[src/rtl/demux_tdm_pkg.sv]
// Shared types for the 1-to-N TDM demultiplexer: FSM state encoding and select-mode constants.
package demux_tdm_pkg;

  typedef enum logic [1:0] {
    IDLE = 2'd0,
    RUN  = 2'd1,
    PAR  = 2'd2
  } demux_state_t;

  localparam logic MODE_AUTO   = 1'b0;
  localparam logic MODE_DIRECT = 1'b1;

endpackage

[src/rtl/tdm_slot_counter.sv]
// Modulo-N slot counter with clear, load-to-one and enable; tc flags the last slot (N-1).
module tdm_slot_counter #(
  parameter int N    = 4,
  parameter int SELW = $clog2(N)
) (
  input  logic            clk,
  input  logic            rst_n,
  input  logic            clr,
  input  logic            load1,
  input  logic            en,
  output logic [SELW-1:0] count,
  output logic            tc
);

  localparam logic [SELW-1:0] LAST = SELW'(N - 1);
  localparam logic [SELW-1:0] ONE  = SELW'(1);

  // Explicit wrap at N-1 so a non-power-of-two N never reaches the value N.
  always_ff @(posedge clk or negedge rst_n) begin
    if (!rst_n)         count <= '0;
    else if (clr)       count <= '0;
    else if (load1)     count <= ONE;
    else if (en)        count <= (count == LAST) ? '0 : count + ONE;
  end

  assign tc = (count == LAST);

endmodule

[src/rtl/demux_tdm_1_n.sv]
// Registered 1-to-N TDM demultiplexer with auto (slot counter) and direct (sel) routing.
// Optional trailing even-parity bit per auto-mode frame when DEMUX_TDM_PARITY_EN is defined.
module demux_tdm_1_n
  import demux_tdm_pkg::*;
#(
  parameter  int N    = 4,
  localparam int SELW = $clog2(N)
) (
  input  logic            clk,
  input  logic            rst_n,
  input  logic            din,
  input  logic            din_valid,
  input  logic            sof,
  input  logic            sel_mode,
  input  logic [SELW-1:0] sel,
  output logic [N-1:0]    y,
  output logic            frame_done,
  output logic            frame_err,
  output logic [SELW-1:0] slot
);

  localparam logic [SELW:0] N_W = (SELW + 1)'(N);

  demux_state_t state, state_nxt;
  logic [N-1:0] shadow, shadow_nxt;
  logic [N-1:0] y_nxt;
  logic         done_nxt, err_nxt;
  logic         cnt_clr, cnt_load1, cnt_en, slot_tc;

  tdm_slot_counter #(.N(N), .SELW(SELW)) u_slot_counter (
    .clk   (clk),
    .rst_n (rst_n),
    .clr   (cnt_clr),
    .load1 (cnt_load1),
    .en    (cnt_en),
    .count (slot),
    .tc    (slot_tc)
  );

  // NOTE: every always_comb output gets a default first so no path leaves it unassigned (no latch).
  always_comb begin
    state_nxt  = state;
    shadow_nxt = shadow;
    y_nxt      = y;
    done_nxt   = 1'b0;
    err_nxt    = 1'b0;
    cnt_clr    = 1'b0;
    cnt_load1  = 1'b0;
    cnt_en     = 1'b0;

    if (sel_mode == MODE_DIRECT) begin
      // Direct routing abandons any partial auto-mode frame without reporting it.
      state_nxt = IDLE;
      cnt_clr   = 1'b1;
      if (din_valid) begin
        if ({1'b0, sel} < N_W) begin
          y_nxt[sel] = din;
          done_nxt   = 1'b1;
        end else begin
          err_nxt = 1'b1;
        end
      end
    end else if (din_valid) begin
      if (sof) begin
        // A sof outside IDLE means the previous frame was cut short.
        err_nxt       = (state != IDLE);
        shadow_nxt[0] = din;
        cnt_load1     = 1'b1;
        state_nxt     = RUN;
      end else begin
        unique case (state)
          RUN: begin
            shadow_nxt[slot] = din;
            cnt_en           = 1'b1;
            if (slot_tc) begin
`ifdef DEMUX_TDM_PARITY_EN
              state_nxt = PAR;
`else
              y_nxt     = shadow_nxt;
              done_nxt  = 1'b1;
              state_nxt = IDLE;
`endif
            end
          end
`ifdef DEMUX_TDM_PARITY_EN
          PAR: begin
            state_nxt = IDLE;
            if ((^shadow ^ din) == 1'b0) begin
              y_nxt    = shadow;
              done_nxt = 1'b1;
            end else begin
              err_nxt = 1'b1;
            end
          end
`endif
          default: ;
        endcase
      end
    end
  end

  // NOTE: sequential state uses non-blocking assignments so all registers update from pre-edge values.
  always_ff @(posedge clk or negedge rst_n) begin
    if (!rst_n) begin
      state      <= IDLE;
      shadow     <= '0;
      y          <= '0;
      frame_done <= 1'b0;
      frame_err  <= 1'b0;
    end else begin
      state      <= state_nxt;
      shadow     <= shadow_nxt;
      y          <= y_nxt;
      frame_done <= done_nxt;
      frame_err  <= err_nxt;
    end
  end

endmodule

[config.mk]
export PLATFORM = sky130hd
export DESIGN_NAME = demux_tdm_1_n
export DESIGN_NICKNAME = d
export VERILOG_FILES = /design/src/rtl/demux_tdm_pkg.sv /design/src/rtl/tdm_slot_counter.sv /design/src/rtl/demux_tdm_1_n.sv
export SDC_FILE = /design/constraint.sdc
export NUM_CORES = 1
export LEC_CHECK = 0
export BUFFER_PORTS_ARGS = -buffer_cell sky130_fd_sc_hd__buf_2
export CAP_MARGIN = 25
export CORE_MARGIN = 3
export CORE_UTILIZATION = 39
export DETAILED_ROUTE_END_ITERATION = 8
export GPL_TIMING_DRIVEN = 0
export PLACE_DENSITY = 0.65
export RECOVER_POWER = 25
export SYNTH_ARGS = -nofsm -noshare
export SYNTH_HDL_FRONTEND = slang
export SYNTH_SLANG_ARGS = --single-unit
export TNS_END_PERCENT = 50
[constraint.sdc]
create_clock -name clk -period 1.5 [get_ports clk]
set_clock_uncertainty 0.05 [all_clocks]
set_input_delay 0.15 -clock clk [delete_from_list [all_inputs] [get_ports clk]]
set_output_delay 0.15 -clock clk [all_outputs]
set_load 0.02 [all_outputs]
==> out/results.tsv, run 1 <==
metric	value	unit
num_io_pins	16	
fin_nets	106	
wire_per_inst	12.9	um
fmax	655	MHz
path_clk_slew	90	ps
fp.dieArea	2540	um^2
dieHeight	50.4	um
drv_cap	0	
critPathKind	reg2reg	
fin_ws	-27.7	ps
reg2reg_slack	-30	ps
seq_area	328	um^2
tightest_slew	705	ps
min-delay-start	sof	
clockBufferDepth	2	
critPathLaunchType	flip-flop	
root_buffer	clkbuf_4	
grt_pass1_vias	508	
outcome	finished with violations	
endpoint_kind	flip-flop	
worstPathRequired	1620	ps
io_buffer_count	12	
cts_sinks	13	
netlist_top_cells_area	dfrtp_1 (42%), mux2_1 (7.3%), ha_1 (6.5%), mux2_4 (5.9%), nand2_1 (5.9%)	
place_ws	-42.4	ps
path_buf_inv	0	
core	1800	um^2
rr_startpoint	u_slot_counter.count[0]	
synth-main-ff-cell	dfrtp_1	
drt_iter0_markers	12	
cts_tree	built	
ff2ff_path_depth	4	
fillers	174	
syn_to_final_growth	30.9	%
final_layout_size_suffix_gt1_frac	0.398	
numCtsBuffers	3	
ant_nets	0	
place_congestion	0.789	
viasPerCell	5.15	
place_area	875	um^2
drt_first_pass_iters	4	
async_flop_share	1.00	
grt_max_degree	14	
synth_seq_area_share	0.423	
htree_levels	1	
violations	setup timing	
rows	15	
synth_cells	73	
antenna_found_initial	0	
drt-total-wl	1.53	mm
crit_start	u_slot_counter.count[0]	
globalRouteOverflowTotal	0	
drv_slew	0	
netlist_area	768	um^2
clk_latency	280	ps
max_slew_margin	0.530	
yosysWarnings	0	
critPathTopFamily	flip-flops	
fin_crit	1530	ps
yosysMostFrequentCell	dfrtp_1	
synth_area_leader_cell	dfrtp_1	
worst_path_max_delay_cell	dfrtp_2	
grt_pass1_wl	2.33	mm
grt_use_total	0.123	
critPathMaxStageDelay	470	ps
fin_crit_sh	1.02	
hold_path_depth	2	
power_per_cell_area	789	nW/um^2
crit_fanout	5	
start_util	0.426	
hold_slack	125	ps
syn_avg_cell_area	10.5	um^2
hp-class	in2reg	
arrival	1640	ps
finalSetupViolCount	5	
synth_common_cells	dfrtp_1 (13), nand2_1 (12), mux2_1 (5)	
dp_hpwl	1.07	mm
rsz0062_at_grt	true	
syn-num-nets	85	
multiInputGateArea	498	um^2
setup_tns	-60.7	ps
synth_cell_types	21	
cp_cell_sequence	ha_4, nand4b_4, a22oi_2, mux2_4	
regToRegEndpoint	y[1]	
leakage	0.481	nW
die_x	50.4	um
diodes	0	
synth_edf_count	0	
drc_errors	0	
ys_ff_latch	13	
vias	608	
finalHoldViolCount	0	
min_to	frame_err	
fin_area	1010	um^2
yosysTopAreaCellShare	0.423	
irDropWorstVdd	529	uV
layout by cell type (no fill, tap or decap):
cell / n
a21oi_1: 4
a22oi_1: 1
a22oi_2: 3
and4bb_1: 1
buf_2: 14
buf_4: 3
clkbuf_1: 3
clkbuf_4: 3
dfrtp_1: 11
dfrtp_2: 2
dlygate4sd3_1: 1
ha_4: 4
inv_4: 2
mux2_1: 3
mux2_4: 5
mux2i_1: 4
nand2_1: 12
nand2b_1: 4
nand4b_1: 1
nand4b_4: 1
nor2_1: 1
nor3b_1: 3
o21a_1: 1
o21ai_0: 1
o21ai_1: 1
o22ai_1: 4
metal layers:
layer | share of wire | global-route usage
met5 | 0 | 0
met4 | 0.022 | 0.0762
met3 | 0.028 | 0.0326
met2 | 0.46 | 0.172
met1 | 0.49 | 0.167
flip-flops by register name, indices dropped and copies added (netlist names):
signal and flops:
state 1, frame_err 1, y 4, shadow 4
frame_done 1, u_slot_counter.count 2
worst max-delay path by stage:
stage	slack [ps]	end	cells after the start
2_1_floorplan	-3	shadow[0]	5
3_3_place_gp	-20	y[3]	4
3_5_place_dp	-40	shadow[0]	5
4_1_cts	-7	y[1]	5
5_1_grt	-60	y[1]	4
6_report	-30	y[1]	4
worst reg2reg max path, stage by stage, from the launching register on:
cell and delay (ps):
dfrtp_2 470, ha_4 200, nand4b_4 160, a22oi_2 220, mux2_4 320
kinds of logic after synthesis:
group | synth area share
muxes | 0.184
buffers and inverters | 0.0342
adders and majority gates | 0.0651
and+or+nand+nor | 0.173
DFF | 0.423
AOI/OAI and AO/OA | 0.121
per-stage QoR:
stage / total power (W) / utilization / instances
final: 0.000793 / 0.558 / 118
after global routing: 0.000828 / 0.558 / 118
after CTS: 0.000780 / 0.524 / 116
after detailed placement: 0.000548 / 0.485 / 110
after global placement: 0.000545 / 0.485 / 110
after floorplan: 0.000499 / - / 73
layout make-up:
cell class	count	share of cell area
multi-input cells	54	0.495
repair buffers	16	0.0908
plain buffers	4	0.0187
clock buffers	4	0.0261
well taps	25	0.0311
inverters	2	0.0124
flip-flops and latches	13	0.326
where the power goes:
group / switching (W) / total, W / internal (W)
Sequential: 0.0000204 / 0.000398 / 0.000378
Combinational: 0.0000904 / 0.000167 / 0.0000765
Clock: 0.000125 / 0.000228 / 0.000103
Total: 0.000235 / 0.000793 / 0.000558
repair_timing:
item,CTS,global route
setup buffers,1,2
gates resized for setup,7,9
pin swaps,2,4
setup endpoints to repair,5,5
hold buffers,1,0
endpoints found under the hold margin,13,0
Power figures use the tool's default switching activity.
==> inputs of run 2 (changes only) <==
Clock period 1.5 ns to 1.3 ns, I/O delays scaled along.
==> out/results.tsv, run 2 (synthesis gave the netlist of run 1 again) <==
metric	value	unit
viasPerCell	5.20	
cts_sinks	13	
numCtsBuffers	3	
grt_pass1_wl	2.87	mm
num_io_pins	16	
swShare	0.296	
power_per_cell_area	881	nW/um^2
dp.cells	110	
antenna_found_initial	0	
finalSetupViolCount	6	
place_congestion	0.778	
irDropWorstVdd	623	uV
fp.dieArea	2540	um^2
hp-class	in2reg	
drt_first_pass_iters	4	
path_clk_slew	80	ps
grt_max_degree	14	
drt-total-wl	1.74	mm
drc_errors	0	
clkPwrFrac	0.273	
ff2ff_path_depth	4	
p_switching	0.000279	W
clockBufferDepth	2	
worstPathRequired	1420	ps
critPathLaunchType	flip-flop	
ant_nets	0	
fmax	667	MHz
finalHoldViolCount	0	
htree_levels	1	
clk_latency	280	ps
combPwrFrac	0.239	
fin_area	1070	um^2
io_buffer_count	12	
tightest_slew	723	ps
syn_to_final_growth	39.7	%
diodes	0	
setup_tns	-967	ps
grt_use_total	0.148	
rr_startpoint	u_slot_counter.count[0]	
crit_fanout	5	
drt_iter0_markers	18	
leakage	0.513	nW
root_buffer	clkbuf_4	
outcome	finished with violations	
seqPwrFrac	0.489	
fin_crit_sh	1.15	
arrival	1620	ps
vias	635	
power.internal	0.000666	W
dieHeight	50.4	um
drv_slew	0	
fin_crit	1500	ps
final_cell_mix	buf_2 (14), nand2_1 (12), dfrtp_1 (10)	
globalRouteOverflowTotal	0	
regToRegEndpoint	y[2]	
layout.cells.non_filler	122	
start_util	0.426	
dp_hpwl	1.12	mm
wire_per_inst	14.3	um
final_layout_size_suffix_gt1_frac	0.515	
grt_pass1_vias	602	
reg_top3	shadow: 4 flops, y: 4 flops, u_slot_counter.count: 2 flops	
critPathKind	reg2reg	
reg2reg_slack	-200	ps
fin_nets	110	
place_area	901	um^2
endpoint_kind	flip-flop	
violations	setup timing	
rows	15	
crit_start	u_slot_counter.count[0]	
die_x	50.4	um
fin_ws	-200	ps
endpoint	y[2]	
mostFrequentLayoutCell	buf_2	
max_slew_margin	0.518	
rsz0062_at_grt	true	
hold_slack	119	ps
drv_cap	0	
core	1800	um^2
cts_tree	built	
[run 2: changes by cell type in the layout (fill, tap and decap cells not counted)]
cell | previous run | this run
buf_4 | 3 | 6
mux2_1 | 3 | 0
mux2_4 | 5 | 8
a21oi_1 | 4 | 2
a21oi_2 | 0 | 2
nor3b_1 | 3 | 1
nor3b_2 | 0 | 2
buf_6 | 0 | 1
dfrtp_1 | 11 | 10
dfrtp_2 | 2 | 3
mux2i_1 | 4 | 3
mux2i_2 | 0 | 1
[run 2: through the flow]
stage / setup WS [ps] / utilization / total power (W)
6_report: -200 / 0.596 / 0.000945
5_1_grt: -273 / 0.596 / 0.00100
4_1_cts: -198 / 0.560 / 0.000917
3_5_place_dp: -242 / 0.500 / 0.000642
3_3_place_gp: -205 / 0.500 / 0.000637
2_1_floorplan: -173 / - / 0.000582
[run 2: cell type report]
cell class	count	area, um^2
Fill cell	170	728
Multi-Input combinational cell	54	531
Sequential cell	13	329
Timing Repair Buffer	20	125
Tap cell	25	31.3
Clock buffer	4	26.3
Buffer	4	18.8
Inverter	2	12.5
[run 2: layer usage]
layer	GRT usage	wire length (um)
met1	0.212	865
met2	0.207	798
met3	0.0386	52
met4	0.0673	23
met5	0	0
[run 2: worst min-delay path by stage]
stage / start / endpoint / slack, ps / cells past startpoint
final: sof / frame_err / 120 / 2
after global routing: sof / frame_err / 100 / 2
after CTS: sof / frame_err / 110 / 2
after detailed placement: rst_n / shadow[1] / -10 / 1
after global placement: rst_n / shadow[1] / -10 / 1
after floorplan: rst_n / frame_done / -220 / 0
[run 2: repair_timing]
action,4_1_cts,5_1_grt
cloned,0,0
hold buffers,1,0
gates resized for setup,8,12
setup buffers,5,2
setup endpoints to repair,8,9
pin swaps,4,7
endpoints found under the hold margin,13,0
[run 2: critical path, cell delays in order, from the launching register on]
cell      delay (ps)
dfrtp_2          450
ha_4             190
nand4b_4         160
a22oi_2          230
mux2_4           310
[run 2: power by group through the flow]
stage               clock network [W]  registers (W)  logic (W)
global placement                    0       0.000465   0.000172
detailed placement                  0       0.000467   0.000176
floorplan                           0       0.000489  0.0000932
CTS                          0.000266       0.000460   0.000191
global route                 0.000294       0.000467   0.000243
finish                       0.000258       0.000462   0.000226
==> inputs of run 3 (changes only) <==
Settings changed: CORE_ASPECT_RATIO from default to 0.8.
==> out/results.tsv, run 3 (synthesis gave the netlist of run 1 again) <==
metric	value	unit
outcome	finished with violations	
violations	setup timing	
p_switching	0.000275	W
io_buffer_count	12	
endpoint_kind	flip-flop	
root_buffer	clkbuf_4	
swShare	0.297	
grt_max_degree	14	
globalRouteOverflowTotal	0	
clkPwrFrac	0.285	
dp_hpwl	1.16	mm
multiInputGateArea	514	um^2
seqPwrFrac	0.495	
hp-class	in2reg	
fp.dieArea	2540	um^2
irDropWorstVdd	625	uV
rsz0062_at_grt	true	
critPathLaunchType	flip-flop	
fin_ws	-190	ps
crit_fanout	5	
rows	13	
syn_to_final_growth	35.3	%
drv_cap	0	
arrival	1620	ps
final_layout_size_suffix_gt1_frac	0.469	
diodes	0	
grt_pass1_wl	2.84	mm
power.internal	0.000650	W
layout.cells.non_filler	118	
path_clk_slew	80	ps
core	1740	um^2
reg_top3	shadow: 4 flops, y: 4 flops, u_slot_counter.count: 2 flops	
fillers	151	
drt_first_pass_iters	4	
start_util	0.441	
wire_per_inst	14.2	um
die_x	55.6	um
tightest_slew	717	ps
viasPerCell	5.25	
critPathKind	reg2reg	
grt_pass1_vias	630	
ant_nets	0	
max_slew_margin	0.522	
mostFrequentLayoutCell	buf_2	
clockBufferDepth	2	
combPwrFrac	0.220	
fin_nets	109	
htree_levels	1	
postLayoutCoreUtil	0.597	
num_io_pins	16	
fmax	671	MHz
clk_latency	280	ps
finalSetupViolCount	5	
worstPathRequired	1430	ps
antenna_found_initial	0	
power_per_cell_area	889	nW/um^2
drt-total-wl	1.68	mm
numCtsBuffers	3	
dp.cells	107	
grt_use_total	0.154	
dieHeight	45.7	um
cts_sinks	13	
drv_slew	0	
leakage	0.501	nW
fin_crit_sh	1.15	
final_cell_mix	buf_2 (14), nand2_1 (11), dfrtp_1 (10)	
finalHoldViolCount	0	
drt_iter0_markers	11	
place_congestion	0.745	
vias	619	
drc_errors	0	
seq_area	329	um^2
cts_tree	built	
fin_crit	1490	ps
==> run 3: cell types whose count changed in the layout (fill, tap and decap cells not counted) <==
cell	before	now
mux2i_2	1	0
nand2_1	12	11
a21oi_2	2	0
mux2_1	0	2
inv_2	0	1
a21oi_1	2	4
mux2_4	8	6
buf_6	1	0
inv_4	2	1
nand2_2	0	1
mux2i_1	3	4
==> run 3: final timing paths <==
| path | from | to | slack [ps] | cells past startpoint |
|---|---|---|---|---|
| worst min-delay path | sof | frame_err | 110 | 2 |
| min in group asynchronous | rst_n | shadow[2] | 350 | 2 |
| worst max-delay path | u_slot_counter.count[1] | y[2] | -190 | 4 |
| worst max register to register | u_slot_counter.count[1] | y[2] | -190 | 4 |
| max in group asynchronous | rst_n | state[0] | 350 | 2 |
| worst min register to register | y[0] | y[0] | 440 | 1 |
==> run 3: layout make-up <==
cell class                 instances  share of cell area
sequential                        13               0.316
tap                               22              0.0265
inverter                           2             0.00963
clock buffer                       4              0.0253
multi-input combinational         54               0.495
timing repair buffer              19               0.110
buffer                             4              0.0181
==> run 3: timing repair <==
item / CTS / global route
pin swaps: 5 / 0
hold buffers: 1 / 0
gates resized for setup: 11 / 3
endpoints found under the setup margin: 8 / 9
endpoints found under the hold margin: 13 / 0
buffers inserted: 6 / 0
==> run 3: critical path: stages (launching register included) <==
cell and delay, ps:
dfrtp_2 440, ha_4 190, nand4b_4 150, a22oi_2 230
mux2_4 310
==> run 3: per-stage QoR <==
stage / hold WS [ps] / instance area (um^2) / setup TNS, ps / setup slack [ps] / power [W]
2_1_floorplan: -216 / 810 / -815 / -173 / 0.000582
3_3_place_gp: -13.2 / 897 / -869 / -197 / 0.000638
3_5_place_dp: -6.53 / 897 / -974 / -210 / 0.000642
4_1_cts: 97.5 / 1030 / -862 / -187 / 0.000935
5_1_grt: 106 / 1040 / -1310 / -252 / 0.000981
6_report: 112 / 1040 / -879 / -190 / 0.000925
==> run 3: per-layer routing <==
metal  track usage  wire length, um  up-vias
met5             0                0        -
met4        0.0874               36        0
met3        0.0510               55        5
met2         0.257              802        9
met1         0.178              782      297
li1              -                -      308
==> run 3: power by group through the flow <==
| stage | clock network (W) | logic [W] | registers [W] |
|---|---|---|---|
| after detailed placement | 0 | 0.000176 | 0.000466 |
| after global routing | 0.000294 | 0.000225 | 0.000463 |
| after floorplan | 0 | 0.0000932 | 0.000489 |
| after global placement | 0 | 0.000173 | 0.000465 |
| after CTS | 0.000274 | 0.000202 | 0.000458 |
| final | 0.000263 | 0.000203 | 0.000458 |
